File: src/rtl/tis_pkg.sv
// Shared TIS constants and the 11-bit grid value type used by the infeed and the core grid.
package tis_pkg;
  localparam int VAL_W     = 11;
  localparam int VAL_MAX   = 999;
  localparam int VAL_MIN   = -999;
  localparam int GRID_COLS = 4;

  typedef logic signed [VAL_W-1:0] tis_val_t;
endpackage

File: src/rtl/tis_infeed_if.sv
// Host-side push port and grid top-edge port of the TIS infeed, bundled as one interface.
interface tis_infeed_if #(
  parameter int DEPTH = 8
);
  import tis_pkg::*;

  localparam int LVL_W = $clog2(DEPTH) + 1;

  // Host push: a word transfers on an edge where in_valid && in_ready; in_ready never looks at in_valid.
  // Grid pop: lane i's head leaves on an edge where readU[i] && rreadyU[i]; readU[i] alone is ignored.
  logic                             in_valid;
  logic                             in_ready;
  logic [1:0]                       in_lane;
  logic [15:0]                      in_data;
  tis_val_t [GRID_COLS-1:0]         up;
  logic [GRID_COLS-1:0]             rreadyU;
  logic [GRID_COLS-1:0]             readU;
  logic [GRID_COLS-1:0][LVL_W-1:0]  level;

  modport master (
    output in_valid, in_lane, in_data, readU,
    input  in_ready, up, rreadyU, level
  );

  modport slave (
    input  in_valid, in_lane, in_data, readU,
    output in_ready, up, rreadyU, level
  );
endinterface

File: src/rtl/tis_infeed_fifo.sv
// One show-ahead lane FIFO: the head is held in a register so it is valid right after the push edge.
module tis_infeed_fifo
  import tis_pkg::*;
#(
  parameter  int DEPTH = 8,
  localparam int PTR_W = $clog2(DEPTH),
  localparam int LVL_W = PTR_W + 1
) (
  input  logic             clk,
  input  logic             rst,
  input  logic             flush,
  input  logic             push,
  input  tis_val_t         wdata,
  input  logic             pop,
  output tis_val_t         rdata,
  output logic             empty,
  output logic             full,
  output logic [LVL_W-1:0] level
);
  tis_val_t         mem_q [DEPTH];
  tis_val_t         mem_d [DEPTH];
  logic [PTR_W-1:0] wr_ptr_q, wr_ptr_d;
  logic [PTR_W-1:0] rd_ptr_q, rd_ptr_d;
  logic [LVL_W-1:0] level_q, level_d;
  tis_val_t         head_q, head_d;
  logic             do_push, do_pop;

  always_comb begin
    empty    = (level_q == '0);
    full     = (level_q == LVL_W'(DEPTH));
    do_push  = push && !full && !flush;
    do_pop   = pop && !empty && !flush;
    mem_d    = mem_q;
    wr_ptr_d = wr_ptr_q;
    rd_ptr_d = rd_ptr_q;
    level_d  = level_q;
    head_d   = head_q;
    if (flush) begin
      wr_ptr_d = '0;
      rd_ptr_d = '0;
      level_d  = '0;
    end else begin
      if (do_push) begin
        mem_d[wr_ptr_q] = wdata;
        wr_ptr_d        = wr_ptr_q + 1'b1;
      end
      if (do_pop) rd_ptr_d = rd_ptr_q + 1'b1;
      case ({do_push, do_pop})
        2'b10:   level_d = level_q + 1'b1;
        2'b01:   level_d = level_q - 1'b1;
        default: level_d = level_q;
      endcase
      // After a pop the new head is the next stored entry, or the word arriving on this same edge.
      if (do_pop) begin
        if (level_q > LVL_W'(1)) head_d = mem_q[rd_ptr_d];
        else if (do_push)        head_d = wdata;
      end else if (do_push && empty) begin
        head_d = wdata;
      end
    end
  end

  always_ff @(posedge clk or negedge rst) begin
    if (!rst) begin
      mem_q    <= '{default: '0};
      wr_ptr_q <= '0;
      rd_ptr_q <= '0;
      level_q  <= '0;
      head_q   <= '0;
    end else begin
      mem_q    <= mem_d;
      wr_ptr_q <= wr_ptr_d;
      rd_ptr_q <= rd_ptr_d;
      level_q  <= level_d;
      head_q   <= head_d;
    end
  end

  assign rdata = head_q;
  assign level = level_q;
endmodule

File: src/rtl/tis_infeed.sv
// Host-to-grid infeed: converts host words to 11-bit values and steers them into per-column FIFOs.
// Optional build macro TIS_INFEED_CLAMP_EN saturates host values to [-999, 999] before truncation.
module tis_infeed
  import tis_pkg::*;
#(
  parameter int DEPTH = 8,
  parameter int LANES = GRID_COLS
) (
  input  logic         clk,
  input  logic         rst,
  input  logic         flush,
  tis_infeed_if.slave  bus
);
  localparam int LVL_W = $clog2(DEPTH) + 1;

  tis_val_t         wval;
  logic [LANES-1:0] full;
  logic [LANES-1:0] empty;
  logic [LANES-1:0] push;
  logic             in_ready_w;
  tis_val_t         up_w    [LANES];
  logic [LVL_W-1:0] level_w [LANES];

`ifdef TIS_INFEED_CLAMP_EN
  localparam logic signed [15:0] CLAMP_HI = 16'(VAL_MAX);
  localparam logic signed [15:0] CLAMP_LO = 16'(VAL_MIN);

  always_comb begin
    wval = bus.in_data[VAL_W-1:0];
    if ($signed(bus.in_data) > CLAMP_HI)      wval = CLAMP_HI[VAL_W-1:0];
    else if ($signed(bus.in_data) < CLAMP_LO) wval = CLAMP_LO[VAL_W-1:0];
  end
`else
  // Out-of-range host values wrap; the host owns range checking in this build.
  logic unused_in_hi;
  assign unused_in_hi = ^bus.in_data[15:VAL_W];
  assign wval         = bus.in_data[VAL_W-1:0];
`endif

  always_comb begin
    in_ready_w = ~full[bus.in_lane];
    push       = '0;
    if (bus.in_valid && in_ready_w) push[bus.in_lane] = 1'b1;
  end

  for (genvar i = 0; i < LANES; i++) begin : g_lane
    tis_infeed_fifo #(.DEPTH(DEPTH)) u_fifo (
      .clk   (clk),
      .rst   (rst),
      .flush (flush),
      .push  (push[i]),
      .wdata (wval),
      .pop   (bus.readU[i]),
      .rdata (up_w[i]),
      .empty (empty[i]),
      .full  (full[i]),
      .level (level_w[i])
    );
  end

  always_comb begin
    bus.in_ready = in_ready_w;
    bus.rreadyU  = ~empty;
    for (int i = 0; i < LANES; i++) begin
      bus.up[i]    = up_w[i];
      bus.level[i] = level_w[i];
    end
  end
endmodule

File: src/flat_wrapper.sv
// flat-port wrapper written by rule: the top's interface ports become plain ports
module tis_infeed_flat import tis_pkg::*;
#(
  parameter int DEPTH = 8,
  parameter int LANES = GRID_COLS
)
  (clk, rst, flush, bus_in_valid, bus_in_lane, bus_in_data, bus_readU, bus_in_ready, bus_up, bus_rreadyU, bus_level);
  tis_infeed_if #(.DEPTH(DEPTH)) bus_i ();
  input  logic clk;
  input  logic rst;
  input  logic flush;
  input wire logic [$bits(bus_i.in_valid)-1:0] bus_in_valid;
  input wire logic [$bits(bus_i.in_lane)-1:0] bus_in_lane;
  input wire logic [$bits(bus_i.in_data)-1:0] bus_in_data;
  input wire logic [$bits(bus_i.readU)-1:0] bus_readU;
  output wire logic [$bits(bus_i.in_ready)-1:0] bus_in_ready;
  output wire logic [$bits(bus_i.up)-1:0] bus_up;
  output wire logic [$bits(bus_i.rreadyU)-1:0] bus_rreadyU;
  output wire logic [$bits(bus_i.level)-1:0] bus_level;
  assign bus_i.in_valid = bus_in_valid;
  assign bus_i.in_lane = bus_in_lane;
  assign bus_i.in_data = bus_in_data;
  assign bus_i.readU = bus_readU;
  assign bus_in_ready = bus_i.in_ready;
  assign bus_up = bus_i.up;
  assign bus_rreadyU = bus_i.rreadyU;
  assign bus_level = bus_i.level;
  tis_infeed #(.DEPTH(DEPTH), .LANES(LANES)) u_core (.clk(clk), .rst(rst), .flush(flush), .bus(bus_i));
endmodule
File: config.mk
export PLATFORM = sky130hd
export DESIGN_NAME = tis_infeed_flat
export DESIGN_NICKNAME = d
export VERILOG_FILES = /design/src/rtl/tis_pkg.sv /design/src/rtl/tis_infeed_if.sv /design/src/rtl/tis_infeed_fifo.sv /design/src/rtl/tis_infeed.sv /design/src/flat_wrapper.sv
export SDC_FILE = /design/constraint.sdc
export NUM_CORES = 1
export LEC_CHECK = 0
export CELL_PAD_IN_SITES_DETAIL_PLACEMENT = 2
export CELL_PAD_IN_SITES_GLOBAL_PLACEMENT = 2
export CORE_MARGIN = 2
export CORE_UTILIZATION = 42
export CTS_CLUSTER_DIAMETER = 100
export DETAILED_ROUTE_END_ITERATION = 10
export PLACE_DENSITY = 0.81
export SLEW_MARGIN = 25
export SYNTH_ARGS = -nofsm -noshare
export SYNTH_HDL_FRONTEND = slang
export SYNTH_SLANG_ARGS = --single-unit
export TNS_END_PERCENT = 5
File: constraint.sdc
create_clock -name clk -period 3.23 [get_ports clk]
set_input_delay 0.4845 -clock clk [delete_from_list [all_inputs] [get_ports clk]]
set_output_delay 0.4845 -clock clk [all_outputs]
set_load 0.02 [all_outputs]
==> results.json, run 1 <==
{
  "outcome": "complete, no violations",
  "clk_pin_slew_ns": 0.06,
  "powerDensity_nw_per_um2": 696,
  "cp-start-kind": "flop",
  "ys_types": 79,
  "drtIter0Drc": 1421,
  "ys_seq_area_share_pct": 45.0,
  "start_util_pct": 42.3,
  "fp-row-count": 88,
  "root_buffer": "clkbuf_16",
  "grt-ovfl-total": 0,
  "max_stage_delay_ns": 0.59,
  "critPathBufInv": 2,
  "htreeDepth": 2,
  "core_area_um2": 57400,
  "dieArea_um2": 59700,
  "drive_above_1_share_pct": 27.5,
  "yosys_register_bits": 436,
  "drtPass1Iterations": 5,
  "synth_top_cell_by_area": "dfrtp_1",
  "synth_fp_nets": 2231,
  "antenna_found_initial": 1,
  "wl_per_cell_um": 31.4,
  "cts_tree": "yes",
  "clock_latency_ns": 0.65,
  "async_reset_ff_share_pct": 100,
  "yosys.area_share.simple_pct": 9.38,
  "hold_viol_final": 0,
  "fin_area_um2": 27800,
  "p_leak_nw": 11.8,
  "tns_ns": 0,
  "drtAntennaViolNets": 0,
  "post-route-min-period_ns": 3.16,
  "ir_drop_uv": 387,
  "synth_top_family_by_area": "multiplexers",
  "synth_edf_count": 0,
  "cp_slowest_cell": "mux4_2",
  "gr-usage-all-layers_pct": 31.6,
  "worst_pin_slew_ns": 1.08,
  "grt_pass1_vias": 22400,
  "cpLargestDelayFamily": "multiplexers",
  "grt_max_degree": 94,
  "synthXorXnorAreaFrac_pct": 1.05,
  "final_common_cell": "dfrtp_1",
  "die_x_um": 244,
  "via_per_inst": 6.57,
  "crit_type": "reg2out",
  "grt_first_pass_wirelength_um": 145000,
  "avgSynthCellArea_um2": 11.1,
  "fin_skew_ns": 0.0259,
  "synthMuxAreaShare_pct": 24.2,
  "synth_cells": 2185,
  "cap_viol_max_count": 0,
  "routed-via-count": 19900,
  "place_congestion": 0.807,
  "synthTopCellsByArea": "dfrtp_1, mux2_2, mux2i_1",
  "numCtsBuffers": 52,
  "yosys.area.top_type_share_pct": 45.0,
  "critPathCaptureType": "output pin",
  "num_antenna_cells": 0,
  "hold_class": "in2reg",
  "synthFlopType": "dfrtp_1",
  "finalSetupViolCount": 0,
  "worst_slew_margin_rel_pct": 28.2,
  "rsz0062_at_grt": "no",
  "ys_warn_count": 0,
  "nets": 2271,
  "worst_ep_arrival_time_ns": 2.68,
  "area_delta_synth_final_pct": 14.6,
  "ioPinCount": 91,
  "wl_um": 95000,
  "drc": 0,
  "layout_common_cells": "dfrtp_1, mux2_2, mux2i_1",
  "die_h_um": 244,
  "crit_path_max_fanout": 6,
  "drv_slew": 0,
  "cts_sinks": 436,
  "syn-cell-area_um2": 24300,
  "worstPathRequired_ns": 2.75,
  "clockBufferDepth": 3,
  "synth-compound-area-share_pct": 14.5,
  "place_hpwl_um": 54600,
  "max_freq_mhz": 316,
  "synthAdderAreaFrac_pct": 1.03,
  "timing.final.crit_share_pct": 97.9,
  "place_area_um2": 26100,
  "path_cells": "inv_1 -> ha_2 -> nand3b_1 -> mux4_2 -> dlygate4sd2_1",
  "port-buffer-count": 85
}
routing by layer:
layer	up-vias	track usage, %	wire (um)
met2	717	53.8	47400
met3	249	3.86	4250
met1	10600	39.9	39000
met5	-	0	0
li1	8282	-	-
met4	0	15.3	4400
metrics by stage:
step	setup WS, ns	std cells	power, mW	util, %	hold slack [ns]
after detailed placement	0.210	2930	13.2	45.6	0.493
final	0.0691	3024	19.3	48.5	0.357
after floorplan	0.776	2185	10.6	-	0.189
after global placement	0.335	2930	12.8	45.6	0.483
after global routing	0.0153	3024	20.0	48.5	0.368
after CTS	0.0431	3022	19.3	48.4	0.328
worst reg2reg max path: stages (launching register included):
cell and delay, ns:
dfrtp_1 0.49, inv_1 0.13, ha_1 0.26, nor3b_4 0.19
buf_4 0.18, or4_1 0.58, a211oi_1 0.37, buf_4 0.27
a21boi_0 0.39, a2111o_1 0.18
cell usage after synthesis, types with 12 or more instances:
master and count:
buf_1 37, nand2b_1 27, nor3_1 24, o2111ai_1 25
mux2i_1 156, nand4_1 27, nand2_1 91, o22ai_1 58
a31oi_1 34, o21ai_0 56, nand3_1 97, a221oi_1 38
nor4b_1 13, ha_1 20, a21oi_1 35, inv_1 50
a32o_1 12, buf_2 58, o211ai_1 44, a211o_1 12
mux4_2 12, xnor2_1 21, a21boi_0 12, clkbuf_1 121
nor2_1 70, mux2_2 332, a22oi_1 55, mux2_4 20
dfrtp_1 436
power breakdown:
group	leakage [nW]	internal, mW	switching [mW]
Sequential	5.81	6.15	0.732
Combinational	5.15	2.58	4.07
Clock	0.800	3.29	2.52
what timing repair did:
item / CTS / global route
setup endpoints to repair: 2 / 2
resized for setup: 2 / 1
cloned: 0 / 0
endpoints found under the hold margin: 69 / 0
setup buffers: 3 / 2
hold buffers: 1 / 0
logic make-up after synthesis:
kind of cell,Yosys count
flops,436
simple gates,426
buf+inv,281
fa+ha+maj,20
compound gates,473
xor+xnor,29
mux,520
path summary, 6_finish.rpt:
check                                                  start                             endpoint  slack (ns)  depth (start not counted)
max in group asynchronous                                rst    u_core.g_lane[3].u_fifo.mem_q[18]        1.79                          3
hold / removal                                         flush  u_core.g_lane[3].u_fifo.rd_ptr_q[1]        0.36                          2
hold reg to reg            u_core.g_lane[0].u_fifo.mem_q[59]    u_core.g_lane[0].u_fifo.mem_q[59]        0.50                          1
setup / recovery            u_core.g_lane[0].u_fifo.level[1]                         bus_in_ready        0.07                          5
min in group asynchronous                                rst    u_core.g_lane[1].u_fifo.mem_q[75]        0.56                          2
setup reg to reg            u_core.g_lane[3].u_fifo.level[0]     u_core.g_lane[3].u_fifo.rdata[2]        0.13                          9
flip-flops by register name (all words and copies together) (netlist names):
name and cells:
u_core.g_lane.u_fifo.level 16, u_core.g_lane.u_fifo.rd_ptr_q 12, u_core.g_lane.u_fifo.rdata 44, u_core.g_lane.u_fifo.wr_ptr_q 12, u_core.g_lane.u_fifo.mem_q 352
layout make-up:
class                   count  area, um2
well taps                 765        957
clock inverters            14        105
fillers                  5589      29600
clock buffers              74       1510
inverters                  54        203
repair buffers            213       1870
multi-input cells        1468      12200
flip-flops and latches    436      10900
No activity file was read; power rests on OpenSTA's default activity.
==> run 2: changes to the inputs <==
--- a/config.mk
+++ b/config.mk
@@ -5,6 +5,7 @@
 export SDC_FILE = /design/constraint.sdc
 export NUM_CORES = 1
 export LEC_CHECK = 0
+export CAP_MARGIN = 30
 export CELL_PAD_IN_SITES_DETAIL_PLACEMENT = 2
 export CELL_PAD_IN_SITES_GLOBAL_PLACEMENT = 2
 export CORE_MARGIN = 2
==> run 2 against run 1 <==
- worst setup slack worse by 0.010 ns
- clock skew is 0.0014 ns lower
- via count hardly changed
- wire length hardly changed
- sequential share of layout area hardly changed
- clock-buffer cell count stayed put
- critical path depth stayed put
- clock power hardly changed
- final cell count hardly changed
- core utilization is 0.057 points higher
- register-to-register slack worse by 0.04 ns
- combinational power hardly changed
- highest routed layer unchanged
==> results.json, run 2 (synthesized netlist as in run 1, its figures left out) <==
{
  "hold_ws_ns": 0.368,
  "fin_skew_ns": 0.0245,
  "finalSetupViolCount": 0,
  "post-route-min-period_ns": 3.17,
  "drc": 0,
  "area_delta_synth_final_pct": 14.8,
  "core_area_um2": 57400,
  "p_sw_mw": 7.32,
  "r2r-start": "u_core.g_lane[3].u_fifo.level[0]",
  "fp-row-count": 88,
  "rr_endpoint": "u_core.g_lane[3].u_fifo.rdata[2]",
  "dieArea_um2": 59700,
  "routed-via-count": 19900,
  "wl_um": 95000,
  "cts_sinks": 436,
  "crit_type": "reg2out",
  "worst_ep_arrival_time_ns": 2.69,
  "clk_pin_slew_ns": 0.06,
  "p_clk_share_pct": 30.0,
  "worst_pin_slew_ns": 1.06,
  "powerDensity_nw_per_um2": 695,
  "p_int_mw": 12.0,
  "numCtsBuffers": 52,
  "cp-start-kind": "flop",
  "cap_viol_max_count": 0,
  "die_x_um": 244,
  "drtPass1Iterations": 5,
  "nets": 2273,
  "layout_common_cells": "dfrtp_1, mux2_2, mux2i_1",
  "rr_worst_depth": 9,
  "ir_drop_uv": 387,
  "hold_class": "in2reg",
  "clockBufferDepth": 3,
  "p_leak_nw": 11.8,
  "grt_pass1_vias": 22400,
  "tns_ns": 0,
  "timing.final.crit_share_pct": 98.2,
  "comb_power_share_pct": 34.4,
  "drive_above_1_share_pct": 27.6,
  "crit_path_max_fanout": 6,
  "fin_ws_ns": 0.0588,
  "top_register": "u_core.g_lane.u_fifo.mem_q",
  "outcome": "complete, no violations",
  "hp-start": "flush",
  "grt_max_degree": 94,
  "wl_per_cell_um": 31.4,
  "drtIter0Drc": 1391,
  "drv_slew": 0,
  "hold_depth": 2,
  "min_to": "u_core.g_lane[3].u_fifo.rd_ptr_q[1]",
  "gr-usage-all-layers_pct": 31.6,
  "start_util_pct": 42.3,
  "fin_area_um2": 27800,
  "die_h_um": 244,
  "worst_slew_margin_rel_pct": 29.4,
  "final_common_cell": "dfrtp_1",
  "cts_tree": "yes",
  "place_hpwl_um": 54600,
  "worstPathRequired_ns": 2.75,
  "critPathCaptureType": "output pin",
  "power_mw": 19.3,
  "port-buffer-count": 85,
  "n_fill_cell": 5587,
  "p_sw_share_pct": 37.8,
  "seq_power_share_pct": 35.6,
  "place_area_um2": 26100,
  "dp_slack_ns": 0.210,
  "grt-ovfl-total": 0,
  "drtAntennaViolNets": 0,
  "htreeDepth": 2,
  "rrSetupSlack_ns": 0.09,
  "place_congestion": 0.807,
  "num_antenna_cells": 0,
  "clock_latency_ns": 0.64,
  "grt_first_pass_wirelength_um": 145000,
  "antenna_found_initial": 1,
  "largest_reg_flops": 352,
  "hold_viol_final": 0,
  "ioPinCount": 91,
  "root_buffer": "clkbuf_16",
  "max_freq_mhz": 315,
  "via_per_inst": 6.57,
  "rsz0062_at_grt": "no"
}
-- run 2: changes by cell type in the layout (fill, tap and decap cells not counted), sizes merged --
cell  previous run  this run
buf            140       142
-- run 2: repair_timing --
action,4_1_cts,5_1_grt
hold buffers,1,0
setup buffers,3,2
pin swaps,0,0
resized for setup,2,1
hold endpoints to repair,69,0
setup endpoints to repair,2,2
-- run 2: cell type report --
cell class                 instances  area, um2  area share, %
clock inverter                    14        105          0.378
sequential                       436      10900           39.2
clock buffer                      74       1510           5.41
multi-input combinational       1468      12200           44.0
timing repair buffer             215       1900           6.83
tap                              765        957           3.44
inverter                          54        203          0.728
-- run 2: per-stage QoR --
stage | cells | utilization (%)
after floorplan | 2185 | -
after CTS | 3022 | 48.4
after global routing | 3026 | 48.5
after detailed placement | 2930 | 45.6
final | 3026 | 48.5
after global placement | 2930 | 45.6
-- run 2: how the worst max path moves through the flow --
stage	start	endpoint	slack, ns
5_1_grt	u_core.g_lane[0].u_fifo.level[1]	bus_in_ready	0.02
3_5_place_dp	bus_readU[3]	u_core.g_lane[3].u_fifo.rdata[2]	0.21
3_3_place_gp	bus_in_valid	u_core.g_lane[3].u_fifo.mem_q[6]	0.34
4_1_cts	u_core.g_lane[0].u_fifo.level[1]	bus_in_ready	0.04
2_1_floorplan	u_core.g_lane[3].u_fifo.level[0]	u_core.g_lane[3].u_fifo.rdata[3]	0.78
6_report	u_core.g_lane[0].u_fifo.level[1]	bus_in_ready	0.06
-- run 2: power groups by stage --
stage,clock (mW),sequential [mW],combinational [mW]
2_1_floorplan,0,7.04,3.54
3_3_place_gp,0,6.83,5.98
3_5_place_dp,0,6.91,6.30
4_1_cts,5.88,6.86,6.55
5_1_grt,6.06,6.95,7.03
6_report,5.81,6.89,6.65
-- run 2: critical path, cell delays in order, from the launching register on --
cell and delay [ns]:
dfrtp_1 0.46, inv_1 0.18, ha_2 0.25, nand3b_1 0.22, mux4_2 0.60, dlygate4sd2_1 0.36
-- run 2: metal layers --
metal,up-vias,routed length (um),GRT usage (%)
li1,8290,-,-
met1,10600,38800,39.9
met3,257,4530,3.86
met4,0,4460,15.3
met5,-,0,0
met2,749,47200,53.8
==> edit 1, RTL diff (config.mk and constraints of run 2) <==
Add a define of `TIS_INFEED_CLAMP_EN`.
--- a/src/rtl/tis_infeed.sv
+++ b/src/rtl/tis_infeed.sv
@@ -1,4 +1,6 @@
 // Host-to-grid infeed: converts host words to 11-bit values and steers them into per-column FIFOs.
 // Optional build macro TIS_INFEED_CLAMP_EN saturates host values to [-999, 999] before truncation.
+`define TIS_INFEED_CLAMP_EN
+
 module tis_infeed
   import tis_pkg::*;
Function: changed (a bounded check fails within 4 cycles, from zero or initial values and one cycle with rst low).
==> edit 1 against run 2 <==
Setup slack better by 66 ps; wire length up 5.1%; combinational power up 3%; area after synthesis down 1.3%; synthesized cell count up 10%; non-clock buffer count up 53; final cell count up 10%; critical endpoint is now u_core.g_lane[2].u_fifo.rdata[9]; sequential cell count unchanged; clock power up 7.6%; count of clock-buffer cells in the layout unchanged; first-iteration DRC count up 8.6%; clock skew up 3.6 ps; power up 3.3%; design area up 1.6%.
==> edit 1: results (changes against run 2) <==
status=completed; HP Class=in -> reg; final net count=2580 (+14%); hold_sp=flush; Biggest register=u_core.g_lane.u_fifo.mem_q; proportion of layout cells with a drive suffix above 1=17.0% (-11 points); clk_skew=28.1 ps (+3.57 ps); max reg flops=352 (unchanged); Worst-path clk slew=60 ps (about the same); headroom to the max-slew limit=42.3% (+13 points); crit path DAT=3610 ps (+920 ps); CP top delay family=compound AO/OA/AOI/OAI gates; gp weighted congestion=0.848 (+5.1%); via/cell ratio=6.44 (-2.0%); CP max FO=26 (+20); Synth Net Count=2455 (+10%); first-pass GRT wire length=154000 µm (+6.2%); Post-DP HPWL=64000 µm (+17%); post-synthesis cell type count=99 (+25%); initial antenna violation count=2 (+1); Fill cells=5756 (+3.0%); LEAKAGE=0.0114 µW (-2.9%); Skew-Pair Late Insertion Delay=620 ps (-20 ps); vias in the first global route=24300 (+8.3%); gr usage total=34.0% (+2.3 points); YS warnings=0 (unchanged); max incr delay on CP=580 ps (-20 ps); Pre-antenna DRT Iters=5 (unchanged); H-Tree Depth=2 (unchanged); top cells by area, synth=dfrtp_1 46%, mux2i_1 9.2%, o21ai_0 4.9%, nand2_1 4.4%, mux4_2 4.0%; NetSw=7440 µW (+1.6%); Post-synth ARST share=100% (unchanged); initial DRC count=1510 (+8.6%); Post-Place Cell Area=26500 µm² (+1.2%); register area share after synthesis=45.6% (+0.61 points); worst vdd ir=0.465 mV (+20%); largest net degree at the start of global routing=91 (-3.2%); CTS Buf Count=53 (+1.9%); root buffer cell=clkbuf_16; worst setup path start=u_core.g_lane[2].u_fifo.level[0]; WL final=99900 µm (+5.1%); number of port buffers=90 (+5.9%); clock tree buffer depth=3 (unchanged); Worst path slowest cell=o31ai_4; most frequent cells after synthesis=436 x dfrtp_1, 279 x nand2_1, 233 x o21ai_0
==> edit 1: final timing paths <==
kind                                                            end  slack [ps]  cells after the start
worst max-delay path               u_core.g_lane[2].u_fifo.rdata[9]         130                      8
worst max register to register     u_core.g_lane[2].u_fifo.rdata[9]         130                      8
worst min register to register    u_core.g_lane[3].u_fifo.mem_q[85]         490                      2
worst min-delay path            u_core.g_lane[3].u_fifo.rd_ptr_q[1]         440                      2
min in group asynchronous         u_core.g_lane[1].u_fifo.mem_q[33]         510                      2
max in group asynchronous         u_core.g_lane[2].u_fifo.mem_q[62]        1710                      3
==> edit 1: area by class of cell <==
| class | count | area, µm² | share of cell area [%] |
|---|---|---|---|
| clock inverters | 23 | 223 | 0.787 |
| multi-input cells | 1738 | 12100 | 42.6 |
| inverters | 37 | 139 | 0.491 |
| flip-flops and latches | 436 | 10900 | 38.6 |
| clock buffers | 74 | 1560 | 5.51 |
| repair buffers | 268 | 2440 | 8.64 |
| well taps | 756 | 946 | 3.34 |
| diodes | 3 | 7.51 | 0.0265 |
==> edit 1: power by group through the flow <==
stage | Combinational, µW | Sequential [µW] | Clock, µW
finish | 6820 | 6920 | 6250
global placement | 6270 | 6890 | 0
floorplan | 3530 | 7040 | 0
detailed placement | 6580 | 6960 | 0
global route | 7230 | 6970 | 6490
CTS | 6770 | 6900 | 6290
==> edit 1: cells by family (layout without fill, tap and decap cells) <==
kind of cell / after synthesis / in the layout / synth area share, %
mux: 330 / 330 / 16.4
other cells: 0 / 3 / 0
buf+inv: 235 / 402 / 4.15
fa+ha+maj: 20 / 20 / 1.05
flops: 436 / 436 / 45.6
compound gates: 662 / 662 / 17.8
simple gates: 695 / 695 / 13.9
xor+xnor: 31 / 31 / 1.13
==> edit 1: timing repair <==
action / 4_1_cts / 5_1_grt
resized for setup: 4 / 1
hold buffers: 1 / 0
hold endpoints to repair: 81 / 0
setup endpoints to repair: 3 / 1
setup buffers: 3 / 0
==> edit 1: per-stage QoR <==
stage	setup WS, ps	total power (µW)	std cells	TNS [ps]
5_1_grt	28.6	20700	3332	0
2_1_floorplan	707	10600	2409	0
3_5_place_dp	-3.94	13500	3231	-3.94
4_1_cts	82.3	20000	3332	0
3_3_place_gp	192	13200	3230	0
6_report	125	20000	3335	0
==> edit 1: per-layer routing <==
layer	share of wire, %	track usage, %
met5	0	0
met4	5.1	16.9
met3	4.9	4.94
met2	49	57.7
met1	41	42.3
==> edit 2, RTL diff (config.mk and constraints of run 2) <==
Made on the original files. Reset style: synchronous (`rst`), changed in one clocked block.
--- a/src/rtl/tis_infeed_fifo.sv
+++ b/src/rtl/tis_infeed_fifo.sv
@@ -61,5 +61,5 @@
   end
 
-  always_ff @(posedge clk or negedge rst) begin
+  always_ff @(posedge clk) begin
     if (!rst) begin
       mem_q    <= '{default: '0};
Function: differs if rst is asserted again (counterexample within 4 cycles, from zero or initial values and one cycle with rst low); with rst held inactive, the same outputs for 4 cycles.
==> edit 2 against run 2 <==
Setup slack gained 26 ps; first-iteration DRC count shrank 26%; non-clock buffer count shrank 13; die area shrank 12%; highest routed layer unchanged; area after synthesis shrank 12%; clock skew shrank 9.6 ps; sequential cell count is the same; wire length shrank 14%; critical path type is now reg -> reg; design area shrank 10%.
Power is not compared: it rests on default switching activity, and its combinational part moved more than twofold at a synthesized area within 25%.
==> edit 2: results (changes against run 2) <==
status=completed; vias in the first global route=20200 (-9.6%); Top FF cell, synth=dfxtp_1; #MultiIn Comb=1560 (+6.3%); # clk buffers=74 (unchanged); CP top delay family=compound AO/OA/AOI/OAI gates; Comb power=691 µW; Post-synth ARST share=0% (-100 points); headroom to the max-slew limit=29.1% (-0.23 points); Worst-path clk slew=60 ps (about the same); fraction of area in registers=34.9% (-4.3 points); largest net degree at the start of global routing=182 (+94%); Layout area overhead=16.8%; max reg flops=352 (unchanged); YS warnings=0 (unchanged); postcts setup bufs=1 (-2); Signal inverters=67 (+24%); Synth Net Count=2333 (+4.6%); post-synthesis cell type count=73 (-7.6%); top cells by area, synth=dfxtp_1 41%, mux2i_1 16%, nor2b_1 10%, a22oi_1 2.5%, clkbuf_1 2.3%; gp weighted congestion=0.794 (-1.6%); proportion of layout cells with a drive suffix above 1=11.5% (-16 points); CP max FO=13 (+7); Fill cells=5144 (-7.9%); Skew-Pair Late Insertion Delay=600 ps (-40 ps); Data buffer area share=7.95% (+1.1 points); Post-Place Cell Area=23200 µm² (-11%); Worst path slowest cell=nor3b_4; Seq. pwr=5450 µW; pre-CTS WS=-195 ps (-405 ps); clock tree buffer depth=3 (unchanged); final net count=2367 (+4.1%); WL final=81300 µm (-14%); register area share after synthesis=40.8% (-4.2 points); gr usage total=29.8% (-1.8 points); crit path DAT=3610 ps (+920 ps); power per cell area=485 nW/µm²; nonclk buf count=202 (-6.0%); Post-DP HPWL=47300 µm (-13%); clk_skew=15.0 ps (-9.55 ps); clock-cell share of area=6.78% (+1.0 points); CTS Buf Count=50 (-3.8%); first-pass GRT wire length=123000 µm (-15%); CTS resizes=2 (unchanged); initial DRC count=1023 (-26%); worst vdd ir=0.373 mV; hold depth=3 (+1); number of port buffers=85 (unchanged); cell area after layout=25000 µm² (-10%); most frequent cells after synthesis=436 x dfxtp_1, 344 x mux2i_1, 342 x nor2b_1; seq_cells=436 (unchanged); Biggest register=u_core.g_lane.u_fifo.mem_q; Via Count=18100 (-9.2%); multi-input combinational area share=46.0% (+2.0 points); Sw Ratio=24.1%; max incr delay on CP=480 ps (-120 ps)
-- edit 2: cell count changes in the layout (fill, tap and decap cells not counted), moves of 52 or more --
cell,change
dfrtp_1,-434
a21oi_1,+52
nor2b_1,+334
dfxtp_1,+436
mux2i_1,+186
mux2_2,-326
-- edit 2: final timing paths --
kind | start | end | slack, ps
max | u_core.g_lane[2].u_fifo.level[1] | u_core.g_lane[2].u_fifo.rdata[6] | 80
min | bus_in_data[5] | u_core.g_lane[1].u_fifo.mem_q[49] | 450
max reg2reg | u_core.g_lane[2].u_fifo.level[1] | u_core.g_lane[2].u_fifo.rdata[6] | 80
min reg2reg | u_core.g_lane[2].u_fifo.mem_q[68] | u_core.g_lane[2].u_fifo.mem_q[68] | 490
-- edit 2: metrics by stage --
stage / TNS (ps) / instances
after floorplan: 0 / 2283
after global placement: -815 / 2927
after detailed placement: -1670 / 2931
after CTS: 0 / 3022
final: 0 / 3027
after global routing: 0 / 3027
-- edit 2: kinds of logic after synthesis --
logic type	after synthesis	synth area share [%]
AND/OR/NAND/NOR	684	18.8
AO/OA/AOI/OAI	472	15.6
flip-flops	436	40.8
XOR/XNOR	27	1.11
buffers and inverters	287	5.67
adder cells (fa/ha/maj)	24	1.40
multiplexers	353	16.6
-- edit 2: layer usage --
metal / track usage, % / vias up / part of all wire (%)
met2: 53.7 / 434 / 52
met5: 0 / - / 0
met4: 14.3 / 0 / 4.1
met3: 4.01 / 199 / 3.6
li1: - / 8085 / -
met1: 34.7 / 9333 / 41
-- edit 2: worst register-to-register path: cells and delay by family (launching register included) --
| kind | cells | cell delay (ps) |
|---|---|---|
| AO/OA/AOI/OAI | 4 | 1180 |
| AND/OR/NAND/NOR | 2 | 910 |
| flip-flops | 1 | 350 |
| buffers and inverters | 2 | 350 |
| adder cells (fa/ha/maj) | 1 | 240 |
